### src/rtl/id_ex_stage_reg.sv
// ID/EX pipeline register with load-use and ID-resolved branch/JALR hazard
// detection. A hazard holds the PC and IF/ID and sends a bubble into EX.
// A saturating counter records how many cycles the stage stalled.
module id_ex_stage_reg #(
  parameter int DATA_W = 64,
  parameter int REG_W  = 5,
  parameter int CNT_W  = 16
) (
  input  logic              clk_i,
  input  logic              reset_n_i,
  input  logic              id_valid_i,
  input  logic              id_mem_read_i,
  input  logic              id_mem_to_reg_i,
  input  logic              id_mem_write_i,
  input  logic              id_reg_write_i,
  input  logic              id_load_i,
  input  logic              id_store_i,
  input  logic              id_immd_i,
  input  logic              id_jal_i,
  input  logic              id_jalr_i,
  input  logic              id_branch_i,
  input  logic [DATA_W-1:0] id_pc_i,
  input  logic [DATA_W-1:0] id_rs1_data_i,
  input  logic [DATA_W-1:0] id_rs2_data_i,
  input  logic [DATA_W-1:0] id_imm_i,
  input  logic [REG_W-1:0]  id_rs1_i,
  input  logic [REG_W-1:0]  id_rs2_i,
  input  logic [REG_W-1:0]  id_rd_i,
  input  logic [2:0]        id_funct3_i,
  input  logic [6:0]        id_funct7_i,
  input  logic              mem_mem_read_i,
  input  logic [REG_W-1:0]  mem_rd_i,
  input  logic              flush_i,
  output logic              stall_o,
  output logic              ex_valid_o,
  output logic              ex_mem_read_o,
  output logic              ex_mem_to_reg_o,
  output logic              ex_mem_write_o,
  output logic              ex_reg_write_o,
  output logic              ex_load_o,
  output logic              ex_store_o,
  output logic              ex_immd_o,
  output logic              ex_jal_o,
  output logic              ex_jalr_o,
  output logic              ex_branch_o,
  output logic [DATA_W-1:0] ex_pc_o,
  output logic [DATA_W-1:0] ex_rs1_data_o,
  output logic [DATA_W-1:0] ex_rs2_data_o,
  output logic [DATA_W-1:0] ex_imm_o,
  output logic [REG_W-1:0]  ex_rs1_o,
  output logic [REG_W-1:0]  ex_rs2_o,
  output logic [REG_W-1:0]  ex_rd_o,
  output logic [2:0]        ex_funct3_o,
  output logic [6:0]        ex_funct7_o,
  output logic [CNT_W-1:0]  stall_cnt_o
);

  // Everything the EX stage sees, held as one record so a bubble is a single '0.
  typedef struct packed {
    logic              valid;
    logic              mem_read;
    logic              mem_to_reg;
    logic              mem_write;
    logic              reg_write;
    logic              load;
    logic              store;
    logic              immd;
    logic              jal;
    logic              jalr;
    logic              branch;
    logic [DATA_W-1:0] pc;
    logic [DATA_W-1:0] rs1_data;
    logic [DATA_W-1:0] rs2_data;
    logic [DATA_W-1:0] imm;
    logic [REG_W-1:0]  rs1;
    logic [REG_W-1:0]  rs2;
    logic [REG_W-1:0]  rd;
    logic [2:0]        funct3;
    logic [6:0]        funct7;
  } ex_t;

  ex_t              ex_d, ex_q;
  logic [CNT_W-1:0] stall_cnt_d, stall_cnt_q;

  logic uses_rs1, uses_rs2;
  logic match_ex, match_mem;
  logic hazard_load_use, hazard_id_resolve;

  // Hazard detection: which source registers the ID instruction reads and
  // whether a producer in EX or MEM will not have its value ready in time.
  always_comb begin
    uses_rs1 = (id_reg_write_i | id_store_i | id_branch_i) & ~id_jal_i;
    uses_rs2 = (id_reg_write_i & ~id_immd_i & ~id_jal_i & ~id_jalr_i) |
               id_store_i | id_branch_i;

    match_ex  = (ex_q.rd != '0) &
                ((uses_rs1 & (id_rs1_i == ex_q.rd)) |
                 (uses_rs2 & (id_rs2_i == ex_q.rd)));
    match_mem = (mem_rd_i != '0) &
                ((uses_rs1 & (id_rs1_i == mem_rd_i)) |
                 (uses_rs2 & (id_rs2_i == mem_rd_i)));

    hazard_load_use   = ex_q.valid & ex_q.mem_read & match_ex;
    hazard_id_resolve = (id_branch_i | id_jalr_i) &
                        ((ex_q.valid & ex_q.reg_write & match_ex) |
                         (mem_mem_read_i & match_mem));

    // A flushed instruction never causes a stall: flush takes priority.
    stall_o = id_valid_i & ~flush_i & (hazard_load_use | hazard_id_resolve);
  end

  // Next EX contents: bubble on flush or stall, otherwise capture ID.
  // Control bits of an invalid ID slot are cleared so they cannot act in EX.
  always_comb begin
    ex_d = '0;
    if (!flush_i && !stall_o) begin
      ex_d.valid      = id_valid_i;
      ex_d.mem_read   = id_valid_i & id_mem_read_i;
      ex_d.mem_to_reg = id_valid_i & id_mem_to_reg_i;
      ex_d.mem_write  = id_valid_i & id_mem_write_i;
      ex_d.reg_write  = id_valid_i & id_reg_write_i;
      ex_d.load       = id_valid_i & id_load_i;
      ex_d.store      = id_valid_i & id_store_i;
      ex_d.immd       = id_valid_i & id_immd_i;
      ex_d.jal        = id_valid_i & id_jal_i;
      ex_d.jalr       = id_valid_i & id_jalr_i;
      ex_d.branch     = id_valid_i & id_branch_i;
      ex_d.pc         = id_pc_i;
      ex_d.rs1_data   = id_rs1_data_i;
      ex_d.rs2_data   = id_rs2_data_i;
      ex_d.imm        = id_imm_i;
      ex_d.rs1        = id_rs1_i;
      ex_d.rs2        = id_rs2_i;
      ex_d.rd         = id_rd_i;
      ex_d.funct3     = id_funct3_i;
      ex_d.funct7     = id_funct7_i;
    end
  end

  // Saturating stall counter: counts cycles with stall_o high, sticks at max.
  always_comb begin
    stall_cnt_d = stall_cnt_q;
    if (stall_o && (stall_cnt_q != '1)) begin
      stall_cnt_d = stall_cnt_q + 1'b1;
    end
  end

  // State registers with asynchronous clear.
  // NOTE: sequential state uses non-blocking assignments so every flop samples
  // pre-edge values; the whole EX record is reset (not just valid) because the
  // data fields are visible on the outputs and must read 0 out of reset.
  always_ff @(posedge clk_i or negedge reset_n_i) begin
    if (!reset_n_i) begin
      ex_q        <= '0;
      stall_cnt_q <= '0;
    end else begin
      ex_q        <= ex_d;
      stall_cnt_q <= stall_cnt_d;
    end
  end

  assign ex_valid_o      = ex_q.valid;
  assign ex_mem_read_o   = ex_q.mem_read;
  assign ex_mem_to_reg_o = ex_q.mem_to_reg;
  assign ex_mem_write_o  = ex_q.mem_write;
  assign ex_reg_write_o  = ex_q.reg_write;
  assign ex_load_o       = ex_q.load;
  assign ex_store_o      = ex_q.store;
  assign ex_immd_o       = ex_q.immd;
  assign ex_jal_o        = ex_q.jal;
  assign ex_jalr_o       = ex_q.jalr;
  assign ex_branch_o     = ex_q.branch;
  assign ex_pc_o         = ex_q.pc;
  assign ex_rs1_data_o   = ex_q.rs1_data;
  assign ex_rs2_data_o   = ex_q.rs2_data;
  assign ex_imm_o        = ex_q.imm;
  assign ex_rs1_o        = ex_q.rs1;
  assign ex_rs2_o        = ex_q.rs2;
  assign ex_rd_o         = ex_q.rd;
  assign ex_funct3_o     = ex_q.funct3;
  assign ex_funct7_o     = ex_q.funct7;
  assign stall_cnt_o     = stall_cnt_q;

endmodule

### config.mk
export PLATFORM = sky130hd
export DESIGN_NAME = id_ex_stage_reg
export DESIGN_NICKNAME = d
export VERILOG_FILES = /design/src/rtl/id_ex_stage_reg.sv
export SDC_FILE = /design/constraint.sdc
export NUM_CORES = 1
export LEC_CHECK = 0
export ABC_AREA = 1
export BUFFER_PORTS_ARGS = -buffer_cell sky130_fd_sc_hd__buf_4
export CAP_MARGIN = 30
export CORE_AREA = 4 4 237 239
export DETAILED_ROUTE_END_ITERATION = 10
export DIE_AREA = 0 0 241 243
export HOLD_SLACK_MARGIN = 0.15
export PLACE_DENSITY_LB_ADDON = 0.25
export SYNTH_ARGS = -nofsm -noshare
export SYNTH_HDL_FRONTEND = slang
export SYNTH_SLANG_ARGS = --single-unit
### constraint.sdc
create_clock -name clk_i -period 2.2 [get_ports clk_i]
set_input_delay 0.33 -clock clk_i [delete_from_list [all_inputs] [get_ports clk_i]]
set_output_delay 0.33 -clock clk_i [all_outputs]
set_load 0.01 [all_outputs]
==> impl_results.md <==
* Synth Area in Compound Gates at less than 1%
* Clock root buffer: clkbuf_16
* Vias per inst at 3.69
* Flop pwr share at between 40% and 50%
* Largest family of logic cells by synthesized area: simple AND/OR/NAND/NOR gates
* Worst Setup End Kind: primary output
* Cell Rows at 85
* Die W at about 240 µm
* Final worst-path cycle share at 99.7%
* Comb power frac at between 10% and 20%
* Largest fanout on the critical path at 4
* Buffers on Ports at approximately 610
* Syn Area/Cell at 9.79 µm²
* GPL Wtd Cong at just over 0.8
* Synth cell types at 19
* Max Transition Viols Final at 0
* Total track usage at a little over an eighth
* Clk_skew at 21.5 ps
* Post-route minimum period at 2190 ps
* Most frequent cells in the layout: 640 x buf_4, 315 x nor2_1, 314 x inv_1, 307 x dfrtp_1, 292 x dlygate4sd3_1
* Sw Pwr at between 3 and 4 mW
* Area growth from synthesis to layout at 87.5%
* Final setup violation count at 0
* Final Net Count at ~2.4k
* WP data required at 1870 ps
* Clock Power Share at approximately two fifths
* Synth Area in Simple Gates at between 15 and 20%
* Maximum VDD drop at roughly 0.55 mV
* #FFs+latches synth at between 300 and 400
* Design Power at 13.9 mW
* Worst endpoint data arrival time at approximately 1900 ps
* Clock Sinks at 308
* MaxCap Viol Count at 0
* Pwr dens at ~670 mW/mm²
* Post-Place Setup Slack at 153 ps
* Layout cells sized above 1 at 34.3%
* Gate Count Post-Synth at ~1.1k
* Ys Warns at 0
* Setup TNS at 0 ps
* Int Pwr at approximately 11 mW
* Final ANT Viol Nets at 0
* HP Class: in2async
* Placed Area at ~0.017 mm²
* Synthesized area at about 0.011 mm²
* Max Root-Sink Buffers at 3
* CP startpoint kind: flop
* Post-layout util at 38.9%
* H-tree Lvls at 2
* RSZ-0062 raised after global routing: true
* DRC violations left at 0
* Switching share of total power at 23.8%
* WS Path Type: reg2out
* Clk_lat worst skew at about 530 ps
* Die height at between 200 and 250 µm
* Static Leak at 11.7 nW
* DRT Pass-1 Iters at 6
* Fmax at 0.456 GHz
* Num ports at 610
* Reg clk slew, reported paths at about 50 ps
* Status: completed
* 1st-iter DRT viols at roughly 300
* Largest net degree at the start of global routing at 70
* Slew @ Worst Pin at between 400 and 500 ps
* Initial antenna violation count at 1
* Max-slew headroom at 67.9%
* Proportion of synthesized area in mux cells at 0%
* Die ar. at just under 0.06 mm²
* Detailed-route via count at slightly above 10k
* CTS tree: done
* Sequential share of the synthesized area at between 60 and 70%
* Gr ovfl total at 0
* Post-synth net total at roughly 1.4k
* Final Hold Viols at 0
* Final std cell area, no fill at 0.0209 mm²
* Final wirelength at 42000 µm
* Post-Synth XOR/XNOR Area at under 10%
* Initial Utilization at 20.7%
* Cts bufs inserted at 36
* Vias in the first global route at ~11k
* Wire per inst at 15.0 µm
* Final worst slack at 5.57 ps
* Core footprint at 0.0538 mm²
* Hpwl dp at 31300 µm
* First-pass GRT wire length at 63200 µm
* Adder-cell share of the synthesized area at less than 1%
* Commonest non-fill, non-tap cell in the layout: buf_4
cells in the mapped netlist (all sizes together):
cell	n	area [µm²]
ha	1	12.5
a21oi	2	10.0
xor2	6	52.6
and2	1	6.26
inv	321	1200
buf	31	258
nor3	4	20.0
dfrtp	308	7710
o21ai	1	5.00
clkbuf	5	18.8
xnor2	11	96.3
nor2	316	1190
nand3	17	85.1
nand2	94	360
nand4	21	131
logic make-up (layout without fill, tap and decap cells):
| kind of cell | Yosys count | count (layout) |
|---|---|---|
| AOI/OAI and AO/OA | 3 | 3 |
| xor gates and xnor gates | 17 | 17 |
| adders and majority gates | 1 | 1 |
| buffers and inverters | 357 | 1326 |
| DFF | 308 | 308 |
| other | 0 | 1 |
| and+or+nand+nor | 453 | 453 |
flip-flops by register name, summed over array words and instances, names as in the netlist:
name             count
ex_funct7_o          7
ex_rs1_o             5
ex_pc_o             64
ex_rs2_o             5
ex_jal_o             1
ex_funct3_o          3
ex_valid_o           1
ex_mem_write_o       1
ex_store_o           1
ex_jalr_o            1
ex_rd_o              5
ex_immd_o            1
stall_cnt_o         16
ex_reg_write_o       1
ex_load_o            1
ex_mem_read_o        1
ex_rs2_data_o       64
ex_rs1_data_o       64
ex_mem_to_reg_o      1
ex_imm_o            64
ex_branch_o          1
repair_timing:
action | 4_1_cts | 5_1_grt
hold endpoints to repair | 516 | 0
setup endpoints to repair | 1 | 12
resized for setup | 8 | 2
setup buffers | 8 | 0
pin swaps | 7 | 3
hold buffers | 292 | 0
final cells by class:
type,count,area [µm²]
diodes,1,2.50
clock inverters,7,76.3
fillers,5277,32900
clock buffers,51,1060
multi-input cells,474,1990
well taps,696,871
flip-flops and latches,308,7710
inverters,321,1200
repair buffers,947,8010
path summary, 6_finish.rpt:
kind / startpoint / to / slack [ps] / cells past startpoint
min reg2reg: stall_cnt_o[14]$_DFFE_PN0P_ / stall_cnt_o[14]$_DFFE_PN0P_ / 520 / 2
max in group asynchronous: reset_n_i / ex_rs2_data_o[51]$_DFF_PN0_ / 990 / 4
min in group clk_i: flush_i / ex_imm_o[23]$_DFF_PN0_ / 290 / 5
max reg2reg: ex_rd_o[0]$_DFF_PN0_ / stall_cnt_o[1]$_DFFE_PN0P_ / 190 / 14
max: ex_rd_o[0]$_DFF_PN0_ / stall_o / 6 / 10
min: reset_n_i / ex_imm_o[26]$_DFF_PN0_ / 260 / 2
power by group through the flow:
stage	clock, mW	sequential, mW	combinational [mW]
finish	5.73	6.05	2.16
global route	6.19	6.07	2.35
floorplan	0	6.28	0.374
detailed placement	0	6.15	1.74
global placement	0	6.14	1.73
CTS	5.98	6.05	2.19
worst max-delay path: stages (launching register included):
cell,delay (ps)
dfrtp_1,430
xnor2_1,180
nand2_1,90
nor2_2,110
nand2_1,80
nand2_2,70
nand2_2,60
nand2_2,70
nand2_2,60
inv_2,90
buf_6,110
per-stage QoR:
step                      cells  hold slack [ps]
after CTS                  2805              251
after detailed placement   2447              262
after global placement     2447              259
final                      2805              256
after global routing       2805              255
after floorplan            1139             34.4
routing by layer:
layer / GRT usage (%) / part of all wire, % / vias up
li1: - / - / 5078
met1: 14.9 / 37 / 4828
met2: 24.9 / 51 / 375
met3: 4.52 / 8.4 / 76
met4: 4.41 / 2.9 / 0
met5: 0 / 0 / -
Power figures use the tool's default switching activity.
